$ cat config.mk
export PLATFORM = sky130hd
export DESIGN_NAME = lut_neuron_loader
export DESIGN_NICKNAME = d
export VERILOG_FILES = /design/src/rtl/lut_neuron_loader.sv
export SDC_FILE = /design/constraint.sdc
export NUM_CORES = 1
export LEC_CHECK = 0
export CORE_MARGIN = 8
export CORE_UTILIZATION = 42
export CTS_CLUSTER_DIAMETER = 200
export DETAILED_ROUTE_END_ITERATION = 7
export GPL_TIMING_DRIVEN = 0
export PLACE_DENSITY = 0.64
export SLEW_MARGIN = 25
export SYNTH_ARGS = -nofsm -noshare
export SYNTH_HDL_FRONTEND = slang
export SYNTH_SLANG_ARGS = --single-unit
$ cat constraint.sdc
create_clock -name clk -period 5.1 [get_ports clk]
set_clock_uncertainty 0.15 [all_clocks]
set_input_delay 0.51 -clock clk [delete_from_list [all_inputs] [get_ports clk]]
set_output_delay 0.51 -clock clk [all_outputs]
set_load 0.005 [all_outputs]
$ cat src/rtl/lut_neuron_loader.sv
// Runtime-writable truth-table neuron: a load stream fills a shadow bank
// that is swapped in on commit; lookups read the active bank with one cycle of latency.
module lut_neuron_loader #(
  parameter int IN_BITS      = 6,
  parameter int OUT_BITS     = 2,
  parameter int WORD_ENTRIES = 4
) (
  input  logic                         clk,
  input  logic                         rst,
  input  logic                         ld_valid,
  output logic                         ld_ready,
  input  logic [OUT_BITS*WORD_ENTRIES-1:0] ld_data,
  input  logic                         ld_last,
  output logic                         ld_done,
  output logic                         ld_err,
  output logic                         bank_sel,
  input  logic [IN_BITS-1:0]           M0,
  input  logic                         in_valid,
  output logic [OUT_BITS-1:0]          M1,
  output logic                         out_valid
);

  localparam int DEPTH = 2 ** IN_BITS;
  localparam int BEATS = DEPTH / WORD_ENTRIES;
  localparam int CW    = (BEATS > 1) ? $clog2(BEATS) : 1;
  localparam logic [CW-1:0] LASTC = CW'(BEATS - 1);

  typedef enum logic [1:0] {
    IDLE,
    LOAD,
    COMMIT
  } state_t;

  state_t        state_q, state_d;
  logic [CW-1:0] cnt_q, cnt_d;
  logic [CW-1:0] wr_slot;
  logic          wr_en;
  logic          err_d;
  logic          commit;
  logic          fire;

  logic [OUT_BITS-1:0] mem [2][DEPTH];

  assign ld_ready = (state_q != COMMIT);
  assign fire     = ld_valid & ld_ready;
  assign commit   = (state_q == COMMIT);

  always_comb begin
    state_d = state_q;
    cnt_d   = cnt_q;
    err_d   = 1'b0;
    wr_en   = 1'b0;
    wr_slot = cnt_q;
    unique case (state_q)
      IDLE: begin
        wr_slot = '0;
        if (fire) begin
          wr_en = 1'b1;
          if (BEATS == 1) begin
            if (ld_last) state_d = COMMIT;
            else         err_d   = 1'b1;
          end else if (ld_last) begin
            err_d = 1'b1;
          end else begin
            cnt_d   = CW'(1);
            state_d = LOAD;
          end
        end
      end
      LOAD: begin
        if (fire) begin
          wr_en = 1'b1;
          if (cnt_q == LASTC) begin
            cnt_d = '0;
            if (ld_last) begin
              state_d = COMMIT;
            end else begin
              err_d   = 1'b1;
              state_d = IDLE;
            end
          end else if (ld_last) begin
            err_d   = 1'b1;
            cnt_d   = '0;
            state_d = IDLE;
          end else begin
            cnt_d = cnt_q + CW'(1);
          end
        end
      end
      COMMIT: begin
        cnt_d   = '0;
        state_d = IDLE;
      end
      default: begin
        cnt_d   = '0;
        state_d = IDLE;
      end
    endcase
  end

  always_ff @(posedge clk) begin
    if (rst) begin
      state_q   <= IDLE;
      cnt_q     <= '0;
      bank_sel  <= 1'b0;
      ld_done   <= 1'b0;
      ld_err    <= 1'b0;
      M1        <= '0;
      out_valid <= 1'b0;
      for (int b = 0; b < 2; b++)
        for (int a = 0; a < DEPTH; a++)
          mem[b][a] <= '0;
    end else begin
      state_q   <= state_d;
      cnt_q     <= cnt_d;
      ld_err    <= err_d;
      ld_done   <= commit;
      out_valid <= in_valid;
      if (commit) bank_sel <= ~bank_sel;
      // bank_sel here is the pre-toggle value, so a COMMIT-cycle lookup sees the old table
      if (in_valid) M1 <= mem[bank_sel][M0];
      if (wr_en)
        for (int i = 0; i < WORD_ENTRIES; i++)
          mem[~bank_sel][IN_BITS'(int'(wr_slot) * WORD_ENTRIES + i)]
            <= ld_data[i*OUT_BITS +: OUT_BITS];
    end
  end

endmodule

Word-level counts from Yosys, hierarchy flattened
Memories as Yosys holds them, arrays and structs flattened. A register that Yosys moved wholly into a read port is not among the register bits.
Cells that the tools add are included.
- input bits: 19
- memories: 1
- register bits after elaboration: 12
- output and inout port bits: 7
- word-level logic and storage cells: 859
- memory bits (writable): 256
- equal/unequal tests: 8
- $lt $le $gt $ge: 9
- $add $sub $neg: 4
- reductions and logical operators: 9
- muxes and demuxes: 430
- bitwise gates (word level): 391
- memory list (memory ; depth ; width ; read ports ; clocked after Yosys merged registers in ; wr ports ; line ; text):
    mem ; 2 ; 128 ; 1 ; 1 ; 2 ; 42 ; logic [OUT_BITS-1:0] mem [2][DEPTH];
- operators by type and width (kind ; number):
    $mux W128 ; 6
    $mux W1 ; 398
    $or A1 B1 Y1 ; 384
    $reduce_or A128 Y1 ; 1
    $demux W2 S6 ; 4
    $ge A6 B7 Y1 const B ; 4
    $lt A6 B1 Y1 const B ; 4
    $mux W2 ; 12
    $mux W4 ; 6
    $not A6 Y6 ; 4
    $add A6 B2 Y6 const B ; 2
    $bmux W2 S6 ; 1
    $ne A2 B2 Y1 const B ; 4
    $pmux W4 S2 ; 1
    $ge A7 B7 Y1 const B ; 1
    $not A6 Y7 ; 1
    $add A6 B1 Y6 const B ; 1
    $add A4 B1 Y4 const B ; 1
    $eq A4 B4 Y1 const B ; 1
    $logic_and A1 B1 Y1 ; 4
    $pmux W2 S2 ; 1
    $reduce_and A4 Y1 ; 1
    $ne A3 B3 Y1 const B ; 1
    $reduce_and A3 Y1 ; 1
    7 further kinds ; 7

Depth between registers and ports, before layout
- depth after elaboration: 14
- depth in mapped cells: 11
- mapped depth without buffers: 7

Least setup slack after synthesis
OpenSTA, ideal clock, no wires.
- path type: in2reg
- start: input port ld_valid
- end: memory mem[0][64] in the netlist's numbering, enable pin
- cell stages on the path: 7
- path buffers: 2
- setup slack: 2526 ps
- library setup time: 334 ps
- arrival: 2090 ps
- required time: 4616 ps
- cells stage by stage: clkbuf_1 nand2_1 nand4bb_1 clkbuf_1 nor2_1 nand2_1 nand2b_1
- RTL lines (item ; line ; text):
    start, declared ; 10 ; input logic ld_valid,
    end, declared ; 42 ;

==> parameters.txt <==
Parameter                              Value

Clock network
  Post-cts resize count    0
  Post-CTS setup buffers    0
  TritonCTS clock tree    built
  Clock Pin Slew Worst Setup and Hold Paths    approximately 0.06 ns
  Clock Sink Count    269
  Clock root cell    sky130_fd_sc_hd__clkbuf_16
  Post-cts hold buffer count    0
  H-tree level count    1
  CTS Buf Count    29
  Clock Latency Late Sink    around 0.54 ns
  CTS max path bufs    3

Routing
  Post-route antenna net violation count    0
  Count of vias placed by the detailed router    7034
  Number of vias per cell after detailed routing    5.41
  Final routed wirelength across all metal layers    28100 um
  Routed WL per cell    21.6 um
  Number of search-and-repair iterations in the first detailed-routing pass    5
  DRC marker count from the first detailed-route iteration    720
  Remaining design rule violation count    0

Critical path
  CP required    between 5 and 6 ns
  Launching point of the worst reg2reg path    state_q[0]
  Library cell appearing most often on the critical path    sky130_fd_sc_hd__nand2_1
  Cell-by-cell listing of the critical path    clkdlybuf4s50_1 > nor2_1 > nand4bb_1 > clkbuf_1 > nand2_1 > nand2_1 > inv_1 > o21ai_0 > nand2_1
  Peak per-stage delay on the critical path    between 0.7 and 0.8 ns
  Worst setup path startpoint    rst
  Maximum fanout encountered on the critical timing path    20
  Endpoint of the worst-slack reg-to-reg timing path    mem[1][76]
  Critical path endpoint category    flip-flop
  Worst reg-to-reg setup slack    2.04 ns
  Critical-path cell with the highest stage delay    sky130_fd_sc_hd__inv_1
  Arrival time of the worst setup path    3.59 ns
  Reg2Reg Depth    9
  CP Launch Type    input pin
  Start-to-end type of the worst setup path    in2reg

Layout
  Final cell utilization of the core    0.492
  Area growth from synthesis to layout    14.9%
  Net count, final    a little over 900
  Final non-filler cell area    roughly 0.014 mm^2
  Layout cells sized above 1    0.115
  Diode insertion count for antenna repair    0
  Count of filler cells inserted in the layout    2364

Synthesis
  Primary flip-flop cell chosen by synthesis mapping    sky130_fd_sc_hd__edfxtp_1
  Synth async-reset ratio    0
  Mean instance size in the synthesized netlist    ~15 um^2
  Number of different library cells in the post-synthesis netlist    between 50 and 60
  Count of warnings emitted by yosys    0
  Post-Synthesis Cell Area    around 0.012 mm^2
  Largest cells by area after synthesis    sky130_fd_sc_hd__edfxtp_1, sky130_fd_sc_hd__mux4_2, sky130_fd_sc_hd__mux4_1, sky130_fd_sc_hd__mux2i_1, sky130_fd_sc_hd__dfxtp_1
  Instance count of the mapped netlist    790
  Most instantiated library cell after synthesis    sky130_fd_sc_hd__edfxtp_1
  Register bit total from synthesis    about 270
  Top post-synthesis cells by count    sky130_fd_sc_hd__edfxtp_1, sky130_fd_sc_hd__inv_1, sky130_fd_sc_hd__nor2_1
  Fraction of synthesized cell area taken by the top area cell type    0.644
  Biggest area consumer among synthesized cells    sky130_fd_sc_hd__edfxtp_1
  Number of enable-type register cells in the synthesized netlist    between 200 and 300
  Sequential fraction of the synthesis area    0.666

Global route
  Wire length of the first global-routing pass    42100 um
  Via count of the first global-routing pass    between 6k and 7k
  Global-route congestion overflow total    0
  Aggregate global-route resource usage    0.166
  Number of antenna violations at the first check in global routing    0
  Pin count of the biggest net entering global routing    21

Min path
  Capture endpoint of the worst hold path    ld_err
  Cells on Worst Hold Path    3
  Hold path startpoint    ld_valid
  Path class of the lowest-slack min-delay path    in2reg

Timing
  Final worst slack    1.75 ns
  Headroom to the max-slew limit    0.343
  Fraction of the cycle the final worst path needs    0.657
  Clock period minus worst slack    3.35 ns
  Achievable frequency    299 MHz
  Number of endpoints failing setup at the final stage    0
  Worst-Margin Slew    approximately 0.98 ns
  Total negative slack for setup checks    0 ns
  Final max-slew violation count    0
  Unrepaired setup endpoints after global routing    no
  Final hold violations    0

Power and ir drop
  Cell leakage power    5.44 nW
  Total power of the final layout    just under 5 mW
  Max IR drop VDD    206 uV
  Pwr Density    352 mW/mm^2

Run
  Max-cap violation count    0

Floorplan
  IO Count    26
  Vertical die dimension    185 um
  Core area    0.0279 mm^2
  Placement row count    a little over 60
  Die extent in x    185 um
  Area of the die    0.0340 mm^2
  Starting Density    0.428

Placed design
  IO Port Bufs    22
  Area after DPL    0.0129 mm^2
  Detailed placer's ending HPWL    slightly below 20000 um
  Placement Setup Slack    1.18 ns
  Final GP Congestion    0.857

Status
  Run status    finished clean
-- worst max path at each step --
stage	endpoint	slack [ns]	cells after the start
2_1_floorplan	mem[0][64]	2.53	7
5_1_grt	mem[1][72]	1.58	9
4_1_cts	mem[1][76]	1.74	9
6_report	mem[1][76]	1.75	9
3_5_place_dp	mem[1][76]	1.18	9
3_3_place_gp	mem[1][76]	1.26	9
-- cells in the final DEF, fill, tap and decap left out, drive strengths merged, types with 6 or more instances in the layout --
cell type	netlist	routed
edfxtp	256	256
nor2	56	56
nand2	40	40
nand3	7	7
clkbuf	47	83
mux4	59	59
and3	9	9
nor4	6	6
mux2i	28	28
inv	62	63
conb	1	64
a22oi	7	7
a21oi	14	14
nor2b	8	8
a21o	30	30
dfxtp	13	13
clkdlybuf4s50	0	22
nand2b	9	9
buf	24	24
o21ai	33	33
nor3	33	33
clkinv	0	8
-- where the power goes --
group          switching, mW  internal, mW
clock                  0.806          1.13
sequential            0.0304          2.54
combinational          0.197         0.120
-- stage by stage --
step | hold WS [ns] | cells
6_report | 0.178 | 1300
5_1_grt | 0.196 | 1300
4_1_cts | 0.164 | 1300
3_5_place_dp | 0.364 | 1253
3_3_place_gp | 0.356 | 1253
2_1_floorplan | 0.326 | 853
-- worst max-delay path: cells and delay by family --
| kind | cells | cell delay [ns] |
|---|---|---|
| AOI/OAI and AO/OA | 1 | 0.33 |
| buffers and inverters | 3 | 1.66 |
| and+or+nand+nor | 5 | 1.08 |
-- registers in the layout (all words and copies together), names as in the netlist, named ones only --
| register | cells |
|---|---|
| mem | 256 |
| cnt_q | 4 |
| M1 | 2 |
| state_q | 2 |
| bank_sel | 1 |
| ld_done | 1 |
| ld_err | 1 |
| out_valid | 1 |
-- routing by layer --
| metal | GRT usage | routed length [um] | part of all wire |
|---|---|---|---|
| met4 | 0.0481 | 616 | 0.022 |
| met1 | 0.230 | 12100 | 0.43 |
| met3 | 0.0297 | 2150 | 0.077 |
| met5 | 0 | 0 | 0 |
| met2 | 0.265 | 13200 | 0.47 |
-- cell families (layout without fill, tap and decap cells) --
family                     after synthesis  in the layout  share of synthesized area
DFF                                    269            269                      0.666
and+or+nand+nor                        189            189                     0.0764
buffers and inverters                  133            202                     0.0521
AOI/OAI and AO/OA                      104            104                     0.0579
muxes                                   90             90                      0.143
adders and majority gates                3              3                    0.00315
other                                    1             64                   0.000314
xor gates and xnor gates                 1              1                   0.000734
-- layout make-up --
class,count,area [um^2],area share
tap,378,473,0.0345
buffer,71,389,0.0284
multi-input combinational,451,3590,0.262
clock buffer,36,752,0.0549
inverter,62,233,0.0170
sequential,269,7950,0.580
clock inverter,11,98.8,0.00721
timing repair buffer,22,220,0.0161
(Power assumes the default switching activity.)
